--- config.mk ---
export PLATFORM = sky130hd
export DESIGN_NAME = commit_trace_writer_flat
export DESIGN_NICKNAME = d
export VERILOG_FILES = /design/src/rtl/commit_trace_writer_pkg.sv /design/src/rtl/commit_trace_writer_if.sv /design/src/rtl/commit_trace_writer_dual_push_fifo.sv /design/src/rtl/commit_trace_writer.sv /design/src/flat_wrapper.sv
export SDC_FILE = /design/constraint.sdc
export NUM_CORES = 2
export LEC_CHECK = 0
export ABC_AREA = 1
export CAP_MARGIN = 20
export CELL_PAD_IN_SITES_DETAIL_PLACEMENT = 0
export CELL_PAD_IN_SITES_GLOBAL_PLACEMENT = 1
export CORE_UTILIZATION = 47
export CTS_CLUSTER_DIAMETER = 120
export DETAILED_ROUTE_END_ITERATION = 7
export GPL_ROUTABILITY_DRIVEN = 0
export PLACE_DENSITY = 0.85
export SYNTH_ARGS = -nofsm -noshare
export SYNTH_HDL_FRONTEND = slang
export SYNTH_SLANG_ARGS = --single-unit
--- constraint.sdc ---
create_clock -name clk -period 9.9 [get_ports clk]
set_input_delay 2.475 -clock clk [delete_from_list [all_inputs] [get_ports clk]]
set_output_delay 2.475 -clock clk [all_outputs]
set_load 0.03 [all_outputs]
--- src/rtl/commit_trace_writer_pkg.sv ---
// Shared types for the commit trace path: writeback debug bus, trace record,
// and the default end-of-trace PC.
package commit_trace_writer_pkg;

    localparam logic [31:0] TRACE_END_PC = 32'hbfc00100;

    typedef struct packed {
        logic        valid;
        logic [31:0] pc;
        logic [3:0]  wstrb;
        logic [4:0]  dest;
        logic [31:0] wdata;
    } debug_bus_t;

    typedef struct packed {
        logic [31:0] pc;
        logic [4:0]  dest;
        logic [31:0] wdata;
    } trace_rec_t;

    // Bytes not covered by the strobe read as zero in the record.
    function automatic trace_rec_t make_rec(debug_bus_t bus);
        trace_rec_t r;
        r.pc   = bus.pc;
        r.dest = bus.dest;
        for (int k = 0; k < 4; k++) begin
            r.wdata[k*8 +: 8] = bus.wstrb[k] ? bus.wdata[k*8 +: 8] : 8'h00;
        end
        return r;
    endfunction

endpackage

--- src/rtl/commit_trace_writer_if.sv ---
// Valid/ready record stream from the trace FIFO head toward the dumper.
interface commit_trace_writer_if;
    logic                               rec_valid;
    logic                               rec_ready;
    commit_trace_writer_pkg::trace_rec_t rec;

    modport master (output rec_valid, output rec, input rec_ready);
    modport slave  (input rec_valid, input rec, output rec_ready);
endinterface

--- src/rtl/commit_trace_writer_dual_push_fifo.sv ---
// FIFO with two ordered write ports (port 0 older) and one read port;
// full/empty derive from the occupancy counter, not pointer equality.
module dual_push_fifo
    import commit_trace_writer_pkg::*;
#(
    parameter int DEPTH = 16
) (
    input  logic                     clk,
    input  logic                     resetn,
    input  logic                     wr0_en,
    input  trace_rec_t               wr0_data,
    input  logic                     wr1_en,
    input  trace_rec_t               wr1_data,
    input  logic                     rd_en,
    output logic                     rd_valid,
    output trace_rec_t               rd_data,
    output logic [$clog2(DEPTH):0]   occupancy
);
    localparam int AW = $clog2(DEPTH);
    localparam logic [AW-1:0] ONE = 1;

    trace_rec_t        mem [DEPTH];
    logic [AW-1:0]     wr_ptr_reg;
    logic [AW-1:0]     rd_ptr_reg;
    logic [AW:0]       occ_reg;
    logic [AW-1:0]     wr1_addr;
    logic [AW:0]       n_wr;
    logic              pop;

    assign pop      = rd_en && (occ_reg != '0);
    assign wr1_addr = wr0_en ? wr_ptr_reg + ONE : wr_ptr_reg;
    assign n_wr     = {{AW{1'b0}}, wr0_en} + {{AW{1'b0}}, wr1_en};

    // Both ports may target distinct entries in the same cycle.
    always_ff @(posedge clk) begin
        for (int i = 0; i < DEPTH; i++) begin
            if (wr1_en && wr1_addr == AW'(i)) begin
                mem[i] <= wr1_data;
            end else if (wr0_en && wr_ptr_reg == AW'(i)) begin
                mem[i] <= wr0_data;
            end
        end
    end

    always_ff @(posedge clk or negedge resetn) begin
        if (!resetn) begin
            wr_ptr_reg <= '0;
            rd_ptr_reg <= '0;
            occ_reg    <= '0;
        end else begin
            wr_ptr_reg <= wr_ptr_reg + n_wr[AW-1:0];
            rd_ptr_reg <= pop ? rd_ptr_reg + ONE : rd_ptr_reg;
            occ_reg    <= occ_reg + n_wr - {{AW{1'b0}}, pop};
        end
    end

    assign rd_valid  = (occ_reg != '0);
    assign rd_data   = rd_valid ? mem[rd_ptr_reg] : '0;
    assign occupancy = occ_reg;

endmodule

--- src/rtl/commit_trace_writer.sv ---
// Turns dual-issue writeback debug buses into an in-order commit record stream,
// with sticky overflow and end-of-trace detection.
module commit_trace_writer
    import commit_trace_writer_pkg::*;
#(
    parameter int          DEPTH  = 16,
    parameter logic [31:0] END_PC = TRACE_END_PC
) (
    input  logic                     clk,
    input  logic                     resetn,
    input  debug_bus_t               debug_bus1,
    input  debug_bus_t               debug_bus2,
    input  logic                     trace_en,
    commit_trace_writer_if.master    stream,
    output logic [$clog2(DEPTH):0]   occupancy,
    output logic [31:0]              rec_count,
    output logic                     overflow,
    output logic                     done
);
    localparam int AW = $clog2(DEPTH);
    localparam logic [AW:0] DEPTH_C = DEPTH[AW:0];

    logic        overflow_reg;
    logic        done_reg;
    logic [31:0] rec_count_reg;
    logic [AW:0] free;
    logic        q1, q2, push1, push2, drop, end_hit;

    assign q1 = debug_bus1.valid && (debug_bus1.wstrb != 4'h0) && (debug_bus1.dest != 5'd0)
                && trace_en && !done_reg && !overflow_reg;
    assign q2 = debug_bus2.valid && (debug_bus2.wstrb != 4'h0) && (debug_bus2.dest != 5'd0)
                && trace_en && !done_reg && !overflow_reg;

    // Space is judged before any same-cycle pop; slot 1 claims space first.
    assign free    = DEPTH_C - occupancy;
    assign push1   = q1 && (free != '0);
    assign push2   = q2 && (push1 ? (free[AW:1] != '0) : (free != '0));
    assign drop    = (q1 && !push1) || (q2 && !push2);
    assign end_hit = (debug_bus1.valid && debug_bus1.pc == END_PC)
                  || (debug_bus2.valid && debug_bus2.pc == END_PC);

    dual_push_fifo #(.DEPTH(DEPTH)) u_fifo (
        .clk       (clk),
        .resetn    (resetn),
        .wr0_en    (push1),
        .wr0_data  (make_rec(debug_bus1)),
        .wr1_en    (push2),
        .wr1_data  (make_rec(debug_bus2)),
        .rd_en     (stream.rec_ready),
        .rd_valid  (stream.rec_valid),
        .rd_data   (stream.rec),
        .occupancy (occupancy)
    );

    always_ff @(posedge clk or negedge resetn) begin
        if (!resetn) begin
            overflow_reg  <= 1'b0;
            done_reg      <= 1'b0;
            rec_count_reg <= '0;
        end else begin
            overflow_reg  <= overflow_reg || drop;
            done_reg      <= done_reg || end_hit;
            rec_count_reg <= rec_count_reg + 32'(push1) + 32'(push2);
        end
    end

    assign overflow  = overflow_reg;
    assign done      = done_reg;
    assign rec_count = rec_count_reg;

endmodule

--- src/flat_wrapper.sv ---
// flat-port wrapper written by rule: the top's interface ports become plain ports
module commit_trace_writer_flat import commit_trace_writer_pkg::*;
#(
    parameter int          DEPTH  = 16,
    parameter logic [31:0] END_PC = TRACE_END_PC
)
  (clk, resetn, debug_bus1, debug_bus2, trace_en, occupancy, rec_count, overflow, done, stream_rec_valid, stream_rec, stream_rec_ready);
  commit_trace_writer_if stream_i ();
  input  logic clk;
  input  logic resetn;
  input  debug_bus_t debug_bus1;
  input  debug_bus_t debug_bus2;
  input  logic trace_en;
  output logic [$clog2(DEPTH):0] occupancy;
  output logic [31:0] rec_count;
  output logic overflow;
  output logic done;
  output wire logic [$bits(stream_i.rec_valid)-1:0] stream_rec_valid;
  output wire logic [$bits(stream_i.rec)-1:0] stream_rec;
  input wire logic [$bits(stream_i.rec_ready)-1:0] stream_rec_ready;
  assign stream_rec_valid = stream_i.rec_valid;
  assign stream_rec = stream_i.rec;
  assign stream_i.rec_ready = stream_rec_ready;
  commit_trace_writer #(.DEPTH(DEPTH), .END_PC(END_PC)) u_core (.clk(clk), .resetn(resetn), .debug_bus1(debug_bus1), .debug_bus2(debug_bus2), .trace_en(trace_en), .stream(stream_i), .occupancy(occupancy), .rec_count(rec_count), .overflow(overflow), .done(done));
endmodule
==> Word-level counts from Yosys, hierarchy flattened <==
Memory sizes are Yosys's and may differ from the RTL's.
Cells that the tools add are included.
{ "word_totals": {"reg_bits": 47, "input_bits": 152, "mem_bits_rw": 1104, "out_inout_bits": 109, "wordCells": 293, "n_memories": 1} }
{ "memory_table": {"columns": ["name", "words", "width", "read_ports", "rd_clocked_by_memory_dff", "write_ports", "line", "text"], "rows": [
  ["u_core.u_fifo.mem", 16, 69, 1, 0, 2, "commit_trace_writer_dual_push_fifo.sv:22", "trace_rec_t mem [DEPTH];"]
]} }
{ "classes": {"n_mux": 149, "n_reduce_logical": 80, "add_sub_neg": 9, "n_eq_ne": 32, "bitwise_logic": 16} }
{ "op_table": {"columns": ["cell", "count"], "rows": [
  ["$mux 69", 31],
  ["$reduce_or 69->1", 14],
  ["$mux 1", 95],
  ["$add 32x1->32", 2],
  ["$eq 32x32->1 const B", 2],
  ["$eq 4x4->1 const B", 16],
  ["$mux 8", 8],
  ["$mux 4", 15],
  ["$logic_and 1x1->1", 49],
  ["$eq 4x3->1 const B", 8],
  ["$reduce_bool 5->1", 4],
  ["$eq 4x2->1 const B", 4],
  ["$or 1x1->1", 16],
  ["$reduce_bool 4->1", 3],
  ["$add 4x1->4 const B", 2],
  ["$eq 4x1->1 const B", 2],
  ["$logic_not 4->1", 2],
  ["$add 5x2->5", 1],
  ["$sub 5x1->5", 1],
  ["$sub 5x5->5 const A", 1],
  ["$add 4x2->4", 1],
  ["$logic_not 1->1", 4],
  ["$logic_or 1x1->1", 4],
  ["$add 1x1->2", 1]
]} }

==> Logic depth before layout (Yosys ltp) <==
{ "depth": {"word_depth": 21, "ltp_mapped": 23, "ltp_nobuf": 23} }

==> Modules after synthesis <==
From an unflattened synthesis, not the netlist that was laid out.
{ "unflattened": {"cells_unflattened": 8259, "hier_area_um2": 64426.8} }
{ "modules_own_cells": {"columns": ["module", "cells_per_inst", "instances", "seq_area_each_um2", "area_per_inst_um2"], "rows": [
  ["dual_push_fifo", 7817, 1, 33477.1, 61704.2],
  ["commit_trace_writer", 442, 1, 850.8, 2722.6]
]} }

==> Worst setup path after synthesis <==
No wires, ideal clock.
{ "synth_path": {"path_type": "input-to-reg", "startpoint": "in debug_bus1[38] (netlist bit)", "endpoint": "mem u_core.u_fifo.mem[3][0] (netlist bit), enable pin", "path_buffers": 1, "path_stages": 9, "arrival_ps": 8497, "setup_slack_ps": 806, "cell_sequence": "buf_2 nor2_1 nand2_1 nand2_2 nor2_8 nand3_1 nand2_4 nand2_1 o31ai_1"} }
{ "synth_lines": {"columns": ["item", "line", "text"], "rows": [
  ["start, declared", "flat_wrapper.sv:11", "input debug_bus_t debug_bus1;"],
  ["end, declared", "commit_trace_writer_dual_push_fifo.sv:22", null]
]} }

==> Final worst setup path <==
{ "layout_path": {"startpoint": "reg u_core.u_fifo.rd_ptr_reg[0]", "endpoint": "out stream_rec[11]"} }
{ "layout_between": {"elab_chain_cells": 2} }
{ "layout_rtl": {"columns": ["item", "line", "text"], "rows": [
  ["start, declared", "commit_trace_writer_dual_push_fifo.sv:24", "logic [AW-1:0] rd_ptr_reg;"],
  ["start signal, assigned", "commit_trace_writer_dual_push_fifo.sv:52", "rd_ptr_reg <= pop ? rd_ptr_reg + ONE : rd_ptr_reg;"],
  ["$mem_v2 16x69", null, null],
  ["$mux 69", "commit_trace_writer_dual_push_fifo.sv:58", "assign rd_data = rd_valid ? mem[rd_ptr_reg] : '0;"],
  ["end, declared", "flat_wrapper.sv:19", "output wire logic [$bits(stream_i.rec)-1:0] stream_rec;"]
]} }
Every way passes these cells.

==> summary.md <==
| Metric | Value |
|---|---|
| Internal power | `9.58 mW` |
| Worst-path clk slew | `0.06 ns` |
| Clock tree sinks | `between 1000 and 1500` |
| Crit Reg-Reg Endpoint | `u_core.u_fifo.mem[0][62]` |
| Hold Path Origin | `u_core.rec_count[31]` |
| Mapped cell area | `around 61000 um2` |
| Worst path required time | `7.43 ns` |
| Tcrit/Tclk final | `78.9%` |
| CTS max path bufs | `3` |
| First-pass GRT wire length | `358000 um` |
| Max Fclk | `0.128 GHz` |
| Switch share | `39.2%` |
| Skew-Pair Late Insertion Delay | `~0.79 ns` |
| Remaining Overflow, GRT | `0` |
| Die Y | `363 um` |
| Post-Synthesis Cells | `7028` |
| Final Max Tran Viols | `0` |
| Yosys warning count | `0` |
| Commonest cells after routing, fill and taps aside | `nand2_1, edfxtp_1, nand3_1` |
| Crit path time final | `7.81 ns` |
| Mux cell area share after synthesis | `0%` |
| Buffers on Ports | `260` |
| Routed wire length | `251000 um` |
| Dpl hpwl | `129000 um` |
| Synth Area in Adders | `0.486%` |
| Comb pwr share | `36.1%` |
| H-tree level count | `4` |
| Failing checks | `DRC` |
| Wirelength per Cell | `29.0 um` |
| RSZ-0062 raised after global routing | `no` |
| Drt first pass iters | `8` |
| Postcts setup bufs | `0` |
| Max-capacitance violation count | `0` |
| Total track usage | `37.3%` |
| NetSw | `6.17 mW` |
| Simple-gate area share of the yosys netlist | `25.0%` |
| Vias/cell | `6.52` |
| Post-route DRC | `3` |
| Post-synthesis compound-gate area fraction | `between 10% and 20%` |
| CP endpoint kind | `output pin` |
| CTS-repair resized insts | `0` |
| Final nets | `around 7000` |
| Core ar. | `129000 um2` |
| Worst min path class | `reg -> reg` |
| Hold buffer count at cts | `0` |
| Max-slew headroom | `12.0%` |
| Die area | `132000 um2` |
| Hold Fails Final Rpt | `0` |
| Most common cell after layout, fill and taps aside | `nand2_1` |
| Leakage | `25.9 nW` |
| Clock skew | `0.0254 ns` |
| Synth Net Count | `roughly 7200` |
| Hold endpoint | `u_core.rec_count[31]` |
| Flop-to-flop setup slack | `4.94 ns` |
| Actual slew at the worst max-slew pin | `~1.3 ns` |
| CTS tree | `yes` |
| Vias | `56418` |
| Seq/Total Area, Yosys | `a little under three fifths` |
| Share of layout cells above drive strength 1 | `5.55%` |
| Reg2reg path depth | `19` |
| DR iter-0 viols | `9726` |
| Peak VDD IR | `0.223 mV` |
| Crit-path max FO | `between 200 and 250` |
| Root buf cell | `clkbuf_16` |
| Area post-placement | `64500 um2` |
| Final setup violation count | `0` |
| Type of origin of the critical path | `flop` |
| Critical Path AT | `5.34 ns` |
| Largest family of logic cells by synthesized area | `simple AND/OR/NAND/NOR gates` |
| Reg-to-reg critical path startpoint | `u_core.u_fifo.occupancy[0]` |
| Distinct cell type count after synthesis | `37` |
| Post-route cell area | `68500 um2` |
| Mean Syn Cell Area | `8.73 um2` |
| Clock share of power | `29.3%` |
| TritonCTS buffer count | `130` |
| Cell Pwr Density | `230 nW/um2` |
| Final TNS setup | `0 ns` |
| Io pins | `261` |
| Core Rows | `132` |
| CP Cell Sequence | `buf_12, buf_4, o21ai_0, o221ai_1, o211ai_1, a21oi_1, clkdlybuf4s50_1` |
| Number of flip-flops in the largest register | `1104` |
| WHS Path Cells | `1` |
| Kind of critical path | `reg -> out` |
| Worst path slowest cell | `clkdlybuf4s50_1` |
| Seq cells post-synth | `1151` |
| Final ANT Viol Nets | `0` |
| Synth Area in XOR/XNOR | `0.571%` |
| Area Overhead vs Synth | `11.7%` |
| Status | `finished, violations left` |
| CP max stage delay | `0.84 ns` |
| Vias in the first global route | `52912` |
| Initial antenna violation count | `8` |
| Die width | `363 um` |
| Sequential share of power | `approximately a third` |
| Initial Util | `47.4%` |
| Largest net degree at the start of global routing | `just over 200` |
==> power by group through the flow <==
stage	combinational (mW)	clock [mW]	sequential, mW
finish	5.69	4.62	5.45
global route	5.98	4.80	5.45
CTS	5.56	4.60	5.45
detailed placement	5.55	0	5.55
global placement	5.48	0	5.55
floorplan	3.41	0	5.49
==> through the flow <==
stage | worst slack, ns | total power, mW | hold WS, ns | util, % | std cells
floorplan | 0.806 | 8.90 | 0.562 | - | 7028
global placement | 2.82 | 11.0 | 0.470 | 49.7 | 8410
detailed placement | 2.75 | 11.1 | 0.473 | 49.8 | 8414
CTS | 2.25 | 15.6 | 0.487 | 52.8 | 8643
global route | 2.01 | 16.2 | 0.519 | 52.9 | 8648
finish | 2.09 | 15.8 | 0.483 | 52.9 | 8651
==> synth_stat cells <==
cell type,count,share of area [%]
fa_1,3,0.098
a21oi_1,75,0.61
nand3_2,5,0.082
nor2_8,2,0.065
buf_1,117,0.72
o221ai_1,200,2.9
nor2_1,588,3.6
nand2_1,2055,13
nor3_2,1,0.016
nand3_1,917,7.5
buf_4,17,0.21
nand2_2,19,0.19
buf_2,121,0.99
o21ai_0,844,6.9
buf_6,9,0.17
inv_2,8,0.049
edfxtp_1,1104,54
clkinv_1,1,0.0061
ha_1,19,0.39
o211ai_1,76,0.93
nand2_4,6,0.11
dfrtp_1,47,1.9
nor3_1,7,0.057
nor2_2,4,0.041
inv_1,137,0.84
o31ai_1,2,0.024
nand4_1,22,0.22
clkbuf_1,471,2.9
and2_0,1,0.010
xnor2_1,16,0.23
nor4_1,9,0.092
nand3b_1,3,0.037
nand3_4,5,0.14
clkinv_2,1,0.0082
nor2_4,16,0.29
xor2_1,24,0.34
o22ai_1,76,0.78
==> routing by layer <==
metal / track usage [%] / part of all wire (%)
met1: 48.2 / 35
met2: 56.1 / 44
met3: 10.4 / 15
met4: 21.9 / 6.2
met5: 0 / 0.029
==> cell type report <==
type / instances / area [um2]
clock buffer: 157 / 3390
fill: 11576 / 61000
multi-input combinational: 4995 / 23800
inverter: 147 / 573
antenna: 5 / 12.5
timing repair buffer: 382 / 3710
clock inverter: 72 / 524
sequential: 1151 / 34300
tap: 1742 / 2180
==> critical path: cells and delay by family, from the launching register on <==
| family | cells | cell delay (ns) |
|---|---|---|
| compound gates | 4 | 1.08 |
| buf+inv | 3 | 2.18 |
| flops | 1 | 0.81 |
==> cell families (layout without fill, tap and decap cells) <==
family	Yosys count	after routing
AND/OR/NAND/NOR	3660	3660
other	0	5
XOR/XNOR	40	40
AO/OA/AOI/OAI	1273	1273
flip-flops	1151	1151
buffers and inverters	882	758
adder cells (fa/ha/maj)	22	22
==> worst max path at each step <==
stage,from,end,slack [ns],cells past startpoint
final,u_core.u_fifo.rd_ptr_reg[0],stream_rec[11],2.09,7
after CTS,u_core.u_fifo.rd_ptr_reg[1],stream_rec[10],2.25,8
after detailed placement,debug_bus1[33],u_core.u_fifo.mem[10][63],2.75,12
after global routing,u_core.u_fifo.rd_ptr_reg[0],stream_rec[53],2.01,7
after floorplan,debug_bus1[38],u_core.u_fifo.mem[3][0],0.81,9
after global placement,debug_bus1[34],u_core.u_fifo.mem[10][63],2.82,12
(Power assumes the default switching activity.)
